### config.mk
export PLATFORM = sky130hd
export DESIGN_NAME = mm_control_param
export DESIGN_NICKNAME = d
export VERILOG_FILES = /design/src/rtl/mm_pkg.sv /design/src/rtl/mm_delay_line.sv /design/src/rtl/mm_control_param.sv
export SDC_FILE = /design/constraint.sdc
export NUM_CORES = 1
export LEC_CHECK = 0
export BUFFER_PORTS_ARGS = -buffer_cell sky130_fd_sc_hd__buf_4
export CAP_MARGIN = 40
export CORE_ASPECT_RATIO = 1.1
export CORE_MARGIN = 2
export CORE_UTILIZATION = 25
export CTS_CLUSTER_DIAMETER = 80
export CTS_CLUSTER_SIZE = 10
export DETAILED_ROUTE_END_ITERATION = 6
export GPL_TIMING_DRIVEN = 0
export PLACE_DENSITY = 0.46
export SLEW_MARGIN = 20
export SYNTH_ARGS = -nofsm -noshare
export SYNTH_HDL_FRONTEND = slang
export SYNTH_HIERARCHICAL = 1
export SYNTH_SLANG_ARGS = --single-unit
### constraint.sdc
create_clock -name clk -period 2.8 [get_ports clk]
set_clock_uncertainty 0.1 [all_clocks]
set_input_delay 0.42 -clock clk [delete_from_list [all_inputs] [get_ports clk]]
set_output_delay 0.42 -clock clk [all_outputs]
set_load 0.01 [all_outputs]
### src/rtl/mm_pkg.sv
// Shared definitions for the matrix-multiply sequencer.
//   mm_state_t : sequencer states
//   clog2      : ceiling log2, usable in constant expressions
//   width_of   : bit width needed to hold 0..n-1, never less than 1
package mm_pkg;

  typedef enum logic [1:0] {
    ST_IDLE  = 2'd0,
    ST_RUN   = 2'd1,
    ST_DRAIN = 2'd2,
    ST_DONE  = 2'd3
  } mm_state_t;

  localparam int MM_MAX_DIM = 16;
  localparam int MM_MAX_LAT = 8;

  function automatic int clog2(input int n);
    int r;
    int v;
    r = 0;
    v = 1;
    while (v < n) begin
      v = v * 2;
      r = r + 1;
    end
    return r;
  endfunction

  // A product of 1 still needs a 1-bit address.
  function automatic int width_of(input int n);
    return (n <= 1) ? 1 : clog2(n);
  endfunction

endpackage

### src/rtl/mm_delay_line.sv
// Enable-gated shift register carrying {valid, tag} pairs.
//   clk, rst  : clock, synchronous active-high reset (clears all stages)
//   en        : shift enable; low freezes every stage
//   in_valid  : entry valid bit
//   in_tag    : entry tag
//   out_valid : valid bit DEPTH enabled cycles later
//   out_tag   : tag DEPTH enabled cycles later
// DEPTH=0 is a plain wire.
module mm_delay_line #(
  parameter int DEPTH = 1,
  parameter int W     = 4
) (
  input  logic         clk,
  input  logic         rst,
  input  logic         en,
  input  logic         in_valid,
  input  logic [W-1:0] in_tag,
  output logic         out_valid,
  output logic [W-1:0] out_tag
);

  generate
    if (DEPTH == 0) begin : g_wire
      assign out_valid = in_valid;
      assign out_tag   = in_tag;
    end else begin : g_pipe
      logic         valid_reg [DEPTH];
      logic [W-1:0] tag_reg   [DEPTH];

      for (genvar gi = 0; gi < DEPTH; gi++) begin : g_stage
        if (gi == 0) begin : g_head
          always_ff @(posedge clk) begin
            if (rst) begin
              valid_reg[gi] <= 1'b0;
              tag_reg[gi]   <= '0;
            end else if (en) begin
              valid_reg[gi] <= in_valid;
              tag_reg[gi]   <= in_tag;
            end
          end
        end else begin : g_tail
          always_ff @(posedge clk) begin
            if (rst) begin
              valid_reg[gi] <= 1'b0;
              tag_reg[gi]   <= '0;
            end else if (en) begin
              valid_reg[gi] <= valid_reg[gi-1];
              tag_reg[gi]   <= tag_reg[gi-1];
            end
          end
        end
      end

      assign out_valid = valid_reg[DEPTH-1];
      assign out_tag   = tag_reg[DEPTH-1];
    end
  endgenerate

endmodule

### src/rtl/mm_control_param.sv
// Sequencer for P = A * x (A: MxK, x: KxN, P: MxN, all row-major).
//   clk, rst  : clock, synchronous active-high reset
//   Start     : launch request, honoured only in IDLE
//   stall     : freezes state, counters, delay line and drain count
//   busy      : high in RUN and DRAIN
//   done      : one-cycle pulse after the final write
//   control   : 1 = accumulator load (k==0), 0 = accumulate
//   result_en : P write enable
//   addr_A    : i*K+k during RUN, else 0
//   addr_x    : k*N+j during RUN, else 0
//   addr_P    : i*N+j of the element being written, aligned with result_en
module mm_control_param
  import mm_pkg::*;
#(
  parameter int M       = 4,
  parameter int K       = 4,
  parameter int N       = 4,
  parameter int MAC_LAT = 1
) (
  input  logic                         clk,
  input  logic                         rst,
  input  logic                         Start,
  input  logic                         stall,
  output logic                         busy,
  output logic                         done,
  output logic                         control,
  output logic                         result_en,
  output logic [width_of(M*K)-1:0]     addr_A,
  output logic [width_of(K*N)-1:0]     addr_x,
  output logic [width_of(M*N)-1:0]     addr_P
);

  localparam int IW = width_of(M);
  localparam int JW = width_of(N);
  localparam int KW = width_of(K);
  localparam int DW = width_of(MAC_LAT);
  localparam int AW = width_of(M*K);
  localparam int XW = width_of(K*N);
  localparam int PW = width_of(M*N);

  mm_state_t     state_reg, state_next;
  logic [IW-1:0] i_reg, i_next;
  logic [JW-1:0] j_reg, j_next;
  logic [KW-1:0] k_reg, k_next;
  logic [DW-1:0] drain_reg, drain_next;

  logic          run;
  logic          k_last;
  logic [AW-1:0] a_calc;
  logic [XW-1:0] x_calc;
  logic [PW-1:0] tag_calc;
  logic          dl_valid;
  logic [PW-1:0] dl_tag;

  assign run      = (state_reg == ST_RUN);
  assign k_last   = (k_reg == KW'(K-1));
  assign a_calc   = AW'(int'(i_reg) * K + int'(k_reg));
  assign x_calc   = XW'(int'(k_reg) * N + int'(j_reg));
  assign tag_calc = PW'(int'(i_reg) * N + int'(j_reg));

  // State, counters and drain count all hold while stalled.
  always_ff @(posedge clk) begin
    if (rst) begin
      state_reg <= ST_IDLE;
      i_reg     <= '0;
      j_reg     <= '0;
      k_reg     <= '0;
      drain_reg <= '0;
    end else if (!stall) begin
      state_reg <= state_next;
      i_reg     <= i_next;
      j_reg     <= j_next;
      k_reg     <= k_next;
      drain_reg <= drain_next;
    end
  end

  // Next state and loop counters: k innermost, then j, then i.
  // The counters wrap back to 0 on the last issue, ready for the next run.
  always_comb begin
    state_next = state_reg;
    i_next     = i_reg;
    j_next     = j_reg;
    k_next     = k_reg;
    drain_next = '0;
    case (state_reg)
      ST_IDLE: begin
        if (Start) state_next = ST_RUN;
      end
      ST_RUN: begin
        if (k_last) begin
          k_next = '0;
          if (j_reg == JW'(N-1)) begin
            j_next = '0;
            if (i_reg == IW'(M-1)) begin
              i_next     = '0;
              state_next = (MAC_LAT > 0) ? ST_DRAIN : ST_DONE;
            end else begin
              i_next = i_reg + 1'b1;
            end
          end else begin
            j_next = j_reg + 1'b1;
          end
        end else begin
          k_next = k_reg + 1'b1;
        end
      end
      ST_DRAIN: begin
        if (drain_reg == DW'(MAC_LAT-1)) state_next = ST_DONE;
        else                             drain_next = drain_reg + 1'b1;
      end
      ST_DONE: begin
        state_next = ST_IDLE;
      end
      default: begin
        state_next = ST_IDLE;
      end
    endcase
  end

  // An element's write becomes due once its k==K-1 term has been issued.
  mm_delay_line #(
    .DEPTH (MAC_LAT),
    .W     (PW)
  ) u_delay_line (
    .clk       (clk),
    .rst       (rst),
    .en        (!stall),
    .in_valid  (run && k_last),
    .in_tag    (run ? tag_calc : '0),
    .out_valid (dl_valid),
    .out_tag   (dl_tag)
  );

  always_comb begin
    busy      = (state_reg == ST_RUN) || (state_reg == ST_DRAIN);
    done      = (state_reg == ST_DONE) && !stall;
    control   = run && (k_reg == '0);
    addr_A    = run ? a_calc : '0;
    addr_x    = run ? x_calc : '0;
    result_en = dl_valid && !stall;
    addr_P    = dl_tag;
  end

endmodule

==> flow_summary.json <==
{
  "viasPerCell": 4.51,
  "fin_ws_ns": 0.643,
  "first_pass_iters": 4,
  "slew_violations": 0,
  "yosysUniqueCellTypes": 26,
  "cp-endpoint": "addr_x[2]",
  "largest_reg_flops": 4,
  "cts_num_sinks": 13,
  "grt_pass1_vias": 555,
  "fmax_mhz": 464,
  "clockBufferDepth": 2,
  "port_buffers": 19,
  "wl_per_cell_um": 10.8,
  "final_cell_area_um2": 951,
  "drc": 0,
  "io_pins": 20,
  "reg2reg_slack_ns": 1.13,
  "rows": 20,
  "die_x_um": 55.9,
  "maxCapViolations": 0,
  "antenna_found_initial": 0,
  "crit_slowest_cell": "dfxtp_1",
  "tns_ns": 0,
  "hold_slack_ns": 0.385,
  "die_area_um2": 3410,
  "report.final.hold_viol_count": 0,
  "cts-resized-gates": 0,
  "cts.hold.buffers_added": 0,
  "overflow": 0,
  "rsz0062_at_grt": "false",
  "peakVddDrop_v": 0.000150,
  "layout_worst_path_cycle_share_pct": 77.0,
  "hold_path_class": "reg2reg",
  "critPathLaunch": "state_reg[1]",
  "synth_edf_count": 5,
  "slowest_delay_ns": 0.39,
  "hpwl_um": 1100,
  "crit_top_cell": "buf_4",
  "final_antenna_net_count": 0,
  "syn_inst": 73,
  "syn_area_per_cell_um2": 10.1,
  "syn_area_um2": 741,
  "vias": 582,
  "required_ns": 2.28,
  "synth-seq-area-share_pct": 41.9,
  "async_reset_ff_share_pct": 0,
  "multi_input_area_um2": 385,
  "synth_ff_type": "dfxtp_1",
  "clock_latency_ns": 0.27,
  "areaGrowthSynthToFinish_pct": 28.4,
  "maxSlewHeadroom_pct": 70.8,
  "r2r_cells": 5,
  "track_usage_pct": 9.39,
  "first_iter_violations": 7,
  "status": "completed",
  "power.density_nw_per_um2": 408,
  "totalPowerFinal_uw": 388,
  "cts_tree": "yes",
  "die_h_um": 61.1,
  "fillers": 305,
  "placed_area_um2": 925,
  "globalplace.congestion": 0.726,
  "setup_viol": 0,
  "cp-start-kind": "flop",
  "r2r_start": "state_reg[1]",
  "cp_cell_sequence": "inv_1 -> ha_1 -> clkbuf_1 -> and2_1 -> buf_4 -> buf_4",
  "static-leakage-power_nw": 0.453,
  "cts_root_buffer": "clkbuf_4",
  "clkTransAtPathRegs_ns": 0.09,
  "worst_pin_slew_ns": 0.427,
  "finalCriticalPeriod_ns": 2.16,
  "fp.coreArea_um2": 2800,
  "crit_arrival_ns": 1.64,
  "initial_utilization_pct": 26.4,
  "nNetsFinal": 109,
  "routed_wl_um": 1390,
  "register_area_um2": 310,
  "yosys_warnings": 6,
  "dp_slack_ns": 0.927,
  "grt_max_degree": 11,
  "endpoint_kind": "primary output",
  "grt_pass1_wl_um": 2390,
  "postCtsSetupBuffers": 0,
  "antenna_cells": 0,
  "cts_buffers": 3,
  "synth.ff_latch_count": 13,
  "path_class": "reg2out",
  "syn_nets": 85,
  "htree_levels": 1,
  "cp_max_fo": 10,
  "min_from": "j_reg[1]",
  "drive_gt1_share_pct": 27.1,
  "r2r-end": "state_reg[0]"
}
where the power goes:
part	switching (mW)	internal [mW]	total (mW)
logic	0.0315	0.0287	0.0602
clock network	0.0652	0.0552	0.120
registers	0.00471	0.203	0.208
total	0.101	0.287	0.388
worst max-delay path: cells and delay by family (launching register included):
family / cells / cell delay [ns]
AND/OR/NAND/NOR: 1 / 0.21
flip-flops: 1 / 0.39
buffers and inverters: 4 / 0.53
adder cells (fa/ha/maj): 1 / 0.23
metrics by stage:
| stage | utilization [%] | std cells |
|---|---|---|
| final | 33.9 | 129 |
| after global routing | 33.9 | 129 |
| after CTS | 33.9 | 129 |
| after detailed placement | 33.0 | 125 |
| after global placement | 33.0 | 125 |
| after floorplan | - | 73 |
metal layers:
layer  wire length (µm)  GRT usage [%]  share of wire, %  up-vias
met4                 14           6.12               1.0        0
met1                597           9.66                43      272
met2                695           17.0                50       12
met3                 85           2.94               6.1        2
li1                   -              -                 -      296
met5                  0              0                 0        -
cell usage in the layout, fill, tap and decap left out, types with 3 or more instances in the layout:
| master | n |
|---|---|
| a21oi_1 | 3 |
| and3b_1 | 5 |
| mux2i_1 | 4 |
| buf_4 | 21 |
| nand2_1 | 3 |
| inv_1 | 6 |
| dfxtp_1 | 8 |
| ha_1 | 8 |
| and2_1 | 7 |
| edfxtp_1 | 5 |
| clkbuf_4 | 3 |
| nor2_1 | 4 |
logic make-up (layout without fill, tap and decap cells):
family | after synthesis | in the layout | synth area share, %
adders and majority gates | 8 | 8 | 13.5
buffers and inverters | 10 | 33 | 6.08
and+or+nand+nor | 32 | 32 | 27.5
DFF | 13 | 13 | 41.9
muxes | 4 | 4 | 5.41
AOI/OAI and AO/OA | 6 | 6 | 5.57
synth_stat cells, types with 2 or more instances:
library cell | instances | area [µm²]
inv_1 | 6 | 22.5
ha_1 | 8 | 100
buf_4 | 2 | 15.0
dfxtp_1 | 8 | 160
edfxtp_1 | 5 | 150
a21oi_1 | 3 | 15.0
or3_1 | 2 | 12.5
and2_1 | 7 | 43.8
mux2i_1 | 4 | 40.0
nand2_1 | 3 | 11.3
nor2_1 | 4 | 15.0
nor2b_1 | 2 | 12.5
nand2b_1 | 2 | 12.5
and3b_1 | 5 | 43.8
area by class of cell:
type	count	area share [%]
timing repair buffer	19	15.0
clock buffer	4	2.76
buffer	4	2.37
inverter	6	2.37
sequential	13	32.6
multi-input combinational	50	40.5
tap	33	4.34
worst min-delay path by stage:
stage / slack, ns / cells after the start / end
after floorplan: 0.35 / 2 / j_reg[1]
after detailed placement: 0.38 / 2 / j_reg[1]
after global routing: 0.41 / 2 / j_reg[1]
final: 0.39 / 2 / j_reg[1]
after global placement: 0.37 / 2 / i_reg[0]
after CTS: 0.39 / 2 / j_reg[1]
No activity file was read; power rests on OpenSTA's default activity.
